$ cat src/rtl/reg_idx_encoder_if.sv
// Handshake bundle between the bitmap source/consumer and the sequential index encoder.
// The encoder is the slave: it takes load/req/clr/ready and drives rdy/valid/idx/done.
interface reg_idx_encoder_if #(
    parameter int N = 8,
    parameter int W = 3
);
    logic         load;
    logic [N-1:0] req;
    logic         clr;
    logic         ready;
    logic         rdy;
    logic         valid;
    logic [W-1:0] idx;
    logic         done;

    modport master (output load, req, clr, ready, input rdy, valid, idx, done);
    modport slave  (input load, req, clr, ready, output rdy, valid, idx, done);
endinterface

$ cat src/rtl/reg_idx_encoder.sv
// Sequential N-to-log2(N) encoder: captures a request bitmap and emits the index of
// each set bit, lowest first, one per valid/ready handshake, then pulses done.
module reg_idx_encoder #(
    parameter int N = 8,
    parameter int W = 3
) (
    input  logic             clk,
    input  logic             rst_n,
    reg_idx_encoder_if.slave bus
);
    typedef enum logic {IDLE, EMIT} state_t;

    state_t       state_q, state_d;
    logic [N-1:0] pend_q, pend_d;
    logic [W-1:0] idx_q, idx_d;
    logic         done_q, done_d;
    logic [N-1:0] pend_left;

    // Scan from the top so the lowest set bit is the last one written.
    function automatic logic [W-1:0] lowest_idx(input logic [N-1:0] v);
        logic [W-1:0] r;
        r = '0;
        for (int i = N - 1; i >= 0; i--) begin
            if (v[i]) r = W'(i);
        end
        return r;
    endfunction

    assign pend_left = pend_q & ~(N'(1) << idx_q);

    always_comb begin
        state_d = state_q;
        pend_d  = pend_q;
        done_d  = 1'b0;
        if (bus.clr) begin
            state_d = IDLE;
            pend_d  = '0;
        end else begin
            case (state_q)
                IDLE: begin
                    if (bus.load) begin
                        if (bus.req != '0) begin
                            pend_d  = bus.req;
                            state_d = EMIT;
                        end else begin
                            done_d = 1'b1;
                        end
                    end
                end
                EMIT: begin
                    if (bus.ready) begin
                        pend_d = pend_left;
                        if (pend_left == '0) begin
                            state_d = IDLE;
                            done_d  = 1'b1;
                        end
                    end
                end
                default: state_d = IDLE;
            endcase
        end
        // Index is registered from the next bitmap so outputs never see inputs directly.
        idx_d = lowest_idx(pend_d);
    end

    always_ff @(posedge clk or negedge rst_n) begin
        if (!rst_n) begin
            state_q <= IDLE;
            pend_q  <= '0;
            idx_q   <= '0;
            done_q  <= 1'b0;
        end else begin
            state_q <= state_d;
            pend_q  <= pend_d;
            idx_q   <= idx_d;
            done_q  <= done_d;
        end
    end

    assign bus.rdy   = (state_q == IDLE);
    assign bus.valid = (state_q == EMIT);
    assign bus.idx   = idx_q;
    assign bus.done  = done_q;
endmodule
$ cat src/flat_wrapper.sv
// flat-port wrapper written by rule: the top's interface ports become plain ports
module reg_idx_encoder_flat 
#(
    parameter int N = 8,
    parameter int W = 3
)
  (clk, rst_n, bus_load, bus_req, bus_clr, bus_ready, bus_rdy, bus_valid, bus_idx, bus_done);
  reg_idx_encoder_if #(.N(N), .W(W)) bus_i ();
  input  logic clk;
  input  logic rst_n;
  input wire logic [$bits(bus_i.load)-1:0] bus_load;
  input wire logic [$bits(bus_i.req)-1:0] bus_req;
  input wire logic [$bits(bus_i.clr)-1:0] bus_clr;
  input wire logic [$bits(bus_i.ready)-1:0] bus_ready;
  output wire logic [$bits(bus_i.rdy)-1:0] bus_rdy;
  output wire logic [$bits(bus_i.valid)-1:0] bus_valid;
  output wire logic [$bits(bus_i.idx)-1:0] bus_idx;
  output wire logic [$bits(bus_i.done)-1:0] bus_done;
  assign bus_i.load = bus_load;
  assign bus_i.req = bus_req;
  assign bus_i.clr = bus_clr;
  assign bus_i.ready = bus_ready;
  assign bus_rdy = bus_i.rdy;
  assign bus_valid = bus_i.valid;
  assign bus_idx = bus_i.idx;
  assign bus_done = bus_i.done;
  reg_idx_encoder #(.N(N), .W(W)) u_core (.clk(clk), .rst_n(rst_n), .bus(bus_i));
endmodule
$ cat config.mk
export PLATFORM = sky130hd
export DESIGN_NAME = reg_idx_encoder_flat
export DESIGN_NICKNAME = d
export VERILOG_FILES = /design/src/rtl/reg_idx_encoder_if.sv /design/src/rtl/reg_idx_encoder.sv /design/src/flat_wrapper.sv
export SDC_FILE = /design/constraint.sdc
export NUM_CORES = 1
export LEC_CHECK = 0
export ABC_AREA = 1
export CAP_MARGIN = 20
export CORE_MARGIN = 3
export CORE_UTILIZATION = 53
export DETAILED_ROUTE_END_ITERATION = 8
export GPL_TIMING_DRIVEN = 0
export HOLD_SLACK_MARGIN = 0.15
export PLACE_DENSITY = 0.82
export REMOVE_ABC_BUFFERS = 1
export SYNTH_ARGS = -nofsm -noshare
export SYNTH_HDL_FRONTEND = slang
export SYNTH_SLANG_ARGS = --single-unit
export TNS_END_PERCENT = 20
$ cat constraint.sdc
create_clock -name clk -period 2.8 [get_ports clk]
set_input_delay 0.28 -clock clk [delete_from_list [all_inputs] [get_ports clk]]
set_output_delay 0.28 -clock clk [all_outputs]
set_load 0.01 [all_outputs]
==> results.txt, run 1 <==
The number of I/O port buffers came out at 18. The remaining max-slew budget at the tightest pin is 60.6%. The residual overflow from global routing came out at 0. The clock buffer count from CTS came out at 3. Setup repair after global routing left no endpoint under its margin.

The library cell used most frequently in the layout, excluding fill and tap cells, is sky130_fd_sc_hd__nand2_1. The average wire per cell in the routed design is 13.3 um. The TritonCTS clock tree is done. The number of antenna violations at the first check in global routing came out at 0. In the final timing run, aggregate negative setup slack is 0 ns. After detailed routing, the number of remaining DRC violations is 0. The die extent in y came out at 47.8 um.

The count of buffer and inverter cells on the critical path came out at 2. Leaving out fill and tap cells, the most frequent cells in the layout are 34 x sky130_fd_sc_hd__nand2_1, 26 x sky130_fd_sc_hd__inv_1, 18 x sky130_fd_sc_hd__clkdlybuf4s50_1. After clock tree synthesis, the clock-pin slew on the worst setup and hold paths is 0.08 ns. Of the total power, combinational logic draws 35.2%. The diode insertion count for antenna repair came out at 0. Global routing used 22.2% of the available tracks. After clock tree synthesis, the flow added hold-fix buffers numbering 0. For the pin with the worst max-slew slack, the measured transition is 0.588 ns. Across the run, the number of max-cap violations was 0. Between clock sinks in the finished design, the worst skew comes to 0.00167 ns.

The starting density of the core came out at 58.8%. The average vias per placed instance is 5.68. The I/O pin total is 19. The site row count is 14. The power per unit of standard cell area is 496 nW/um^2. The most critical setup path has its startpoint at u_core.bus.valid$_DFF_PN0_.

The kind of cell with the highest combined delay along the critical path is buffers and inverters. After synthesis, the cell types taking the most area are sky130_fd_sc_hd__dfrtp_1 35%, sky130_fd_sc_hd__nand2_1 14%, sky130_fd_sc_hd__inv_1 11%. Summed over its instances, the top area cell type makes up 35.1% of the synthesized netlist area. The minimum clock period came out at 2.04 ns. The fraction of final layout cells with drive strength greater than 1 came out at 9.93%. The via count of the routed design is 949. The slowest stage of the critical path belongs to the cell sky130_fd_sc_hd__clkdlybuf4s50_1. The post-cts sizing count is 0. The area of the die is 2290 um^2.

The sequential group share of total power is 43.5%. The count of endpoints failing hold in the final timing report is 0. Compared with the post-synthesis result, the final layout area differs by 21.9%. The switching share of power came out at 36.9%. The critical path is of the reg -> out type. The average cell area after synthesis is 7.02 um^2. The synthesized instance count is 132. Data arrives at the worst endpoint at 1.76 ns. The total net switching power is 0.000207 W.

In this run the worst path has a maximum fanout of 13. The part of the Yosys area used for sequential elements came out at 35.1%. The later pin in the worst-skew pair is clocked with a latency of 0.28 ns. The maximum cell stage delay along the critical path came out at 0.62 ns.

The critical path endpoint is bus_rdy. The type of element launching the critical path is a flip-flop. The initial DRC count came out at 63.

The min-delay analysis places its worst path in the category in -> async. The global-route wire length before repair came out at 3460 um. Internal power comes to 0.000354 W. The number of different library cells used by synthesis comes to 24. The worst setup path is captured at an output port. Data on the critical path is required at its endpoint by 2.52 ns.

The maximum VDD drop is 0.000413 V. Setup violations remaining at the end of the flow were counted as 0. Walking the worst path, the cells encountered are inv_1, clkdlybuf4s50_1. The flow ran to the end, and the final reports show no timing, DRC or antenna violations.

During synthesis, Yosys emitted a total of 0 warnings. The share of the cycle needed by the critical path after routing is 72.9%. The tree built by TritonCTS fans out to 13 sinks. The final weighted congestion in routability-driven placement is 0.837.

After floorplanning, the core was sized to cover 1580 um^2. The biggest area consumer among synthesized cells is sky130_fd_sc_hd__dfrtp_1. The total chip power is 0.000561 W. The post-CTS setup-driven buffer insertion count came out at 0.

The layout net count came out at 165. The setup check on the worst reg-to-reg path leaves a slack of 1.12 ns. In this run the static leakage power is 0.587 nW. The fmax came out at 0.490 GHz. The die is 47.8 um wide.

The worst register-to-register path has a depth of 10. The via count of the first global-routing pass is 837. The count of pins over their slew limit was 0. The clock tree root buffer cell is sky130_fd_sc_hd__clkbuf_4. The source of the worst register-to-register timing path is u_core.bus.valid$_DFF_PN0_.

CTS built an H-tree with a depth of 1. The overall routed net length came out at 2220 um. The deepest clock path buffer count came out at 2. The depth of the critical timing path with buffers and inverters included is 2. Once detail routing completed, the nets flagged for antenna violations numbered 0. The count of state elements after synthesis is 13.

The cell area after synthesis is 927 um^2. The post-layout utilization of the core is 71.7%. Per report_power, the clock group accounts for 21.3% of the total. After legalization and detailed placement, the total HPWL measured 1680 um. The endpoint identified for the worst register-to-register timing path is u_core.bus.idx[0]$_DFF_PN0_. The pin count of the biggest net entering global routing is 14. The iteration count of the initial detailed-routing pass is 4.
==> routing by layer <==
metal	part of all wire (%)	global-route usage [%]	vias up
met5	0	0	-
met4	2.7	11.3	0
met3	8.6	5.64	9
met2	44	36.1	59
met1	45	27.0	414
li1	-	-	467
==> worst min-delay path by stage <==
stage | endpoint | slack, ns | depth (start not counted)
CTS | u_core.bus.valid$_DFF_PN0_ | 0.38 | 1
detailed placement | u_core.pend_q[6]$_DFF_PN0_ | 0.64 | 4
finish | u_core.bus.valid$_DFF_PN0_ | 0.36 | 1
floorplan | u_core.bus.done$_DFF_PN0_ | -0.02 | 0
global placement | u_core.pend_q[6]$_DFF_PN0_ | 0.61 | 4
global route | u_core.pend_q[1]$_DFF_PN0_ | 0.41 | 1
==> cells by family (layout without fill, tap and decap cells) <==
kind of cell	after synthesis	count (layout)	synth area share [%]
DFF	13	13	35.1
and+or+nand+nor	66	66	33.1
AOI/OAI and AO/OA	23	23	18.4
buffers and inverters	30	49	13.5
==> synth_stat cells <==
cell type	instances
sky130_fd_sc_hd__o211ai_1	4
sky130_fd_sc_hd__nor3b_2	1
sky130_fd_sc_hd__o31ai_1	4
sky130_fd_sc_hd__o21ai_0	1
sky130_fd_sc_hd__nand3_1	16
sky130_fd_sc_hd__nand2_2	2
sky130_fd_sc_hd__inv_2	1
sky130_fd_sc_hd__a21oi_2	1
sky130_fd_sc_hd__nor3_2	2
sky130_fd_sc_hd__a21oi_1	5
sky130_fd_sc_hd__o31ai_2	1
sky130_fd_sc_hd__dfrtp_1	13
sky130_fd_sc_hd__buf_6	1
sky130_fd_sc_hd__buf_4	1
sky130_fd_sc_hd__nand3b_1	1
sky130_fd_sc_hd__a31oi_1	4
sky130_fd_sc_hd__nand4_1	1
sky130_fd_sc_hd__nand3_2	1
sky130_fd_sc_hd__nand2_1	34
sky130_fd_sc_hd__o21ai_2	1
sky130_fd_sc_hd__inv_1	26
sky130_fd_sc_hd__o211ai_2	2
sky130_fd_sc_hd__buf_2	1
sky130_fd_sc_hd__nor2_1	8
==> registers in the layout, indices dropped and copies added (netlist names) <==
register,cells
u_core.bus.done,1
u_core.bus.idx,3
u_core.pend_q,8
u_core.bus.valid,1
==> metrics by stage <==
stage               std cells  worst slack [ns]  instance area [um^2]  hold slack, ns
CTS                       167             0.755                  1130           0.384
global placement          163             0.703                  1100           0.614
finish                    167             0.759                  1130           0.364
global route              167             0.667                  1130           0.414
detailed placement        163             0.681                  1100           0.639
floorplan                 129              1.30                   903         -0.0156
==> power groups by stage <==
stage	clock (W)	combinational (W)	sequential, W
after floorplan	0	0.000114	0.000245
after CTS	0.000123	0.000197	0.000243
after detailed placement	0	0.000196	0.000247
final	0.000120	0.000197	0.000244
after global routing	0.000135	0.000220	0.000247
after global placement	0	0.000191	0.000244
==> layout make-up <==
class / instances / area [um^2]
clock buffer: 4 / 26.3
fill: 130 / 447
inverter: 27 / 101
multi-input combinational: 89 / 477
sequential: 13 / 325
tap: 16 / 20.0
timing repair buffer: 18 / 180
(Power assumes the default switching activity.)
==> inputs of run 2 (changes only) <==
CORE_UTILIZATION = 45   (was 53)
PLACE_DENSITY = 0.74   (was 0.82)
clock period = 1.8 ns   (was 2.8 ns; I/O delays follow)
==> results.txt, run 2 (synthesis gave the netlist of run 1 again) <==
The type of element launching the critical path is a flip-flop. The layout net count is 170 (+3.0%). The number of filler cells placed in the layout was 188 (+45%).

The starting density of the core is 50.4% (-8.4 points). The final HPWL from detailed placement is 1790 um (+6.2%). The area of the die came out at 2640 um^2 (+15%). The reported leakage power is 0.611 nW (+4.1%). The depth of the critical timing path with buffers and inverters included is 2 (unchanged). The iteration count of the initial detailed-routing pass came out at 4 (unchanged). The switching share of power came out at 36.6% (-0.27 points). The maximum VDD drop came out at 0.000501 V (+21%). More flip-flops sit in one register than any other, and that register is u_core.pend_q. The count of buffer and inverter cells on the critical path came out at 2 (unchanged).

The pin count of the biggest net entering global routing came out at 14 (unchanged). The average vias per placed instance is 5.24 (-7.8%). The sequential group share of total power came out at 42.7% (-0.8 points).

The total internal power came out at 0.000568 W (+60%). The global-route wire length before repair came to 3970 um (+15%). The worst endpoint required time is 1.62 ns (-0.90 ns). The most critical setup path has its endpoint at bus_rdy. The fraction of final layout cells with drive strength greater than 1 came out at 14.1% (+4.2 points). The power per unit of standard cell area is 744 nW/um^2 (+50%). Leaving out fill and tap cells, the most frequent cell in the layout is sky130_fd_sc_hd__nand2_1. TritonCTS built the clock tree. The x dimension of the die came out at 51.4 um (+7.5%). The area of all sequential standard cells is 327 um^2 (+0.38%). The worst setup path is captured at an output port. The maximum cell stage delay along the critical path came out at 0.53 ns (-0.09 ns). In this run the critical register-to-register path is captured at u_core.bus.idx[0]$_DFF_PN0_. The clock transition at the registers of the reported paths came out at 0.08 ns (about the same). The path class of the tightest hold or removal check is in -> async. The initial DRC count was 34 (-46%).

The slew of the pin with the lowest slew margin came to 0.595 ns (+0.00639 ns). The residual overflow from global routing is 0 (unchanged). The worst reg2reg path depth came out at 11 (+1).

The count of maximum capacitance violations is 0 (unchanged). The setup violation total in the final timing report came out at 0 (unchanged). The maximum fanout encountered on the critical timing path came out at 9 (-4).

The final weighted congestion in routability-driven placement is 0.829 (-0.92%). The cts-stage hold buffer count is 0 (unchanged). The count of endpoints failing hold in the final timing report came to 0 (unchanged). The overall routed net length is 2350 um (+5.8%). The average wire per cell in the routed design is 13.0 um (-2.4%). The share of the cycle needed by the critical path after routing is 88.7%. The deepest level of the CTS H-tree is 1 (unchanged). In the layout the commonest cells are 34 x sky130_fd_sc_hd__nand2_1, 25 x sky130_fd_sc_hd__inv_1, 18 x sky130_fd_sc_hd__clkdlybuf4s50_1. The site row count came out at 15 (+1). The startpoint identified for the worst register-to-register timing path is u_core.bus.valid$_DFF_PN0_.

The via count of the first global-routing pass is 946 (+13%). The die extent in y is 51.4 um (+7.5%). The smallest clock period supported by the final layout is computed as 1.60 ns. Setup repair after global routing left no endpoint under its margin. The total track usage is 20.2% (-2.0 points). The final instance area came to 1200 um^2 (+6.5%).

The clock share of power came out at 20.9% (-0.4 points). The via count of the routed design came to 948 (-0.11%). The number of clock sinks is 13 (unchanged). The critical path's slowest cell is sky130_fd_sc_hd__clkdlybuf4s50_1. The endpoint arrival time on the critical path is 1.42 ns (-0.34 ns). The run finished with clean final reports. In this run the clock root is driven by a sky130_fd_sc_hd__clkbuf_4. The diode insertion count for antenna repair is 0 (unchanged). The combinational cell fraction of total power is 36.4% (+1.2 points). The remaining antenna violation count after routing came out at 0 (unchanged). The clock latency at the later pin of the worst-skew pair came out at 0.29 ns (about the same). The number of I/O port buffers is 18 (unchanged).

The number of antenna violations at the first check in global routing came out at 0 (unchanged). The register-to-register path setup slack is 0.21 ns (-0.91 ns). The area of the core region came out at 1840 um^2 (+17%). The cell family contributing the most delay on the critical path is buffers and inverters. The flip-flop count of the largest register after layout came out at 8 (unchanged). The worst setup path category is reg -> out. Traced cell by cell, the critical path runs through clkinvlp_4, clkdlybuf4s50_1. The final clock skew came out at 0.00570 ns (+0.00403 ns). The worst hold slack across all endpoints is 0.263 ns (-0.101 ns). The post-route setup TNS came out at 0 ns (unchanged). The residual DRC count came out at 0 (unchanged).

The deepest clock path buffer count was 2 (unchanged). The cell area after placement came out at 1110 um^2 (+1.0%). The launch point of the critical path is u_core.bus.valid$_DFF_PN0_. The count of pins over their slew limit is 0 (unchanged). The total chip power was 0.000896 W (+60%). The area of combinational cells with multiple inputs came out at 484 um^2 (+1.6%).

The remaining max-slew budget at the tightest pin was 60.2% (-0.43 points). The clock buffer count from CTS was 3 (unchanged). The I/O pin total is 19 (unchanged). The area growth from synthesis to layout is 29.8%. Static timing analysis puts the maximum clock frequency at 0.627 GHz. The total net switching power is 0.000328 W (+59%).
-- run 2: changes by cell type in the layout (fill, tap and decap cells not counted) --
| cell | change |
|---|---|
| sky130_fd_sc_hd__clkinvlp_4 | +1 |
| sky130_fd_sc_hd__buf_12 | +1 |
| sky130_fd_sc_hd__dfrtp_1 | -1 |
| sky130_fd_sc_hd__o21ai_4 | +1 |
| sky130_fd_sc_hd__o21ai_2 | -1 |
| sky130_fd_sc_hd__buf_4 | +4 |
| sky130_fd_sc_hd__inv_1 | -1 |
| sky130_fd_sc_hd__dfrtp_2 | +1 |
-- run 2: repair_timing --
action,4_1_cts,5_1_grt
buffers inserted,4,1
resized for setup,1,2
setup endpoints to repair,1,3
endpoints found under the hold margin,0,0
pin swaps,0,1
-- run 2: routing by layer --
layer	GRT usage [%]	up-vias	routed length (um)	share of wire (%)
li1	-	477	-	-
met1	23.8	434	957	41
met2	35.2	32	1140	48
met3	4.37	5	213	9.1
met4	8.30	0	42	1.8
met5	0	-	0	0
-- run 2: how the worst min path moves through the flow --
stage / depth (start not counted) / slack, ns / end / from
finish: 1 / 0.26 / u_core.pend_q[0]$_DFF_PN0_ / rst_n
detailed placement: 1 / 0.60 / u_core.bus.done$_DFF_PN0_ / rst_n
global placement: 1 / 0.57 / u_core.bus.done$_DFF_PN0_ / rst_n
global route: 1 / 0.31 / u_core.bus.done$_DFF_PN0_ / rst_n
CTS: 1 / 0.29 / u_core.bus.done$_DFF_PN0_ / rst_n
floorplan: 0 / -0.12 / u_core.bus.done$_DFF_PN0_ / rst_n
-- run 2: cell type report --
type	instances	area share (%)
inverters	27	8.73
clock buffers	4	2.18
well taps	25	2.60
multi-input cells	89	40.2
repair buffers	23	19.1
flip-flops and latches	13	27.1
-- run 2: through the flow --
stage                     util [%]  instances  worst slack (ns)
after floorplan                  -        129             0.298
after global placement        60.6        172            -0.209
after detailed placement      60.6        172            -0.260
after CTS                     63.9        180            0.0308
after global routing          65.4        181            0.0414
final                         65.4        181             0.204
-- run 2: power groups by stage --
stage | Sequential [W] | Clock [W] | Combinational (W)
finish | 0.000383 | 0.000188 | 0.000326
global route | 0.000389 | 0.000205 | 0.000366
floorplan | 0.000382 | 0 | 0.000178
detailed placement | 0.000385 | 0 | 0.000304
CTS | 0.000381 | 0.000194 | 0.000320
global placement | 0.000382 | 0 | 0.000298
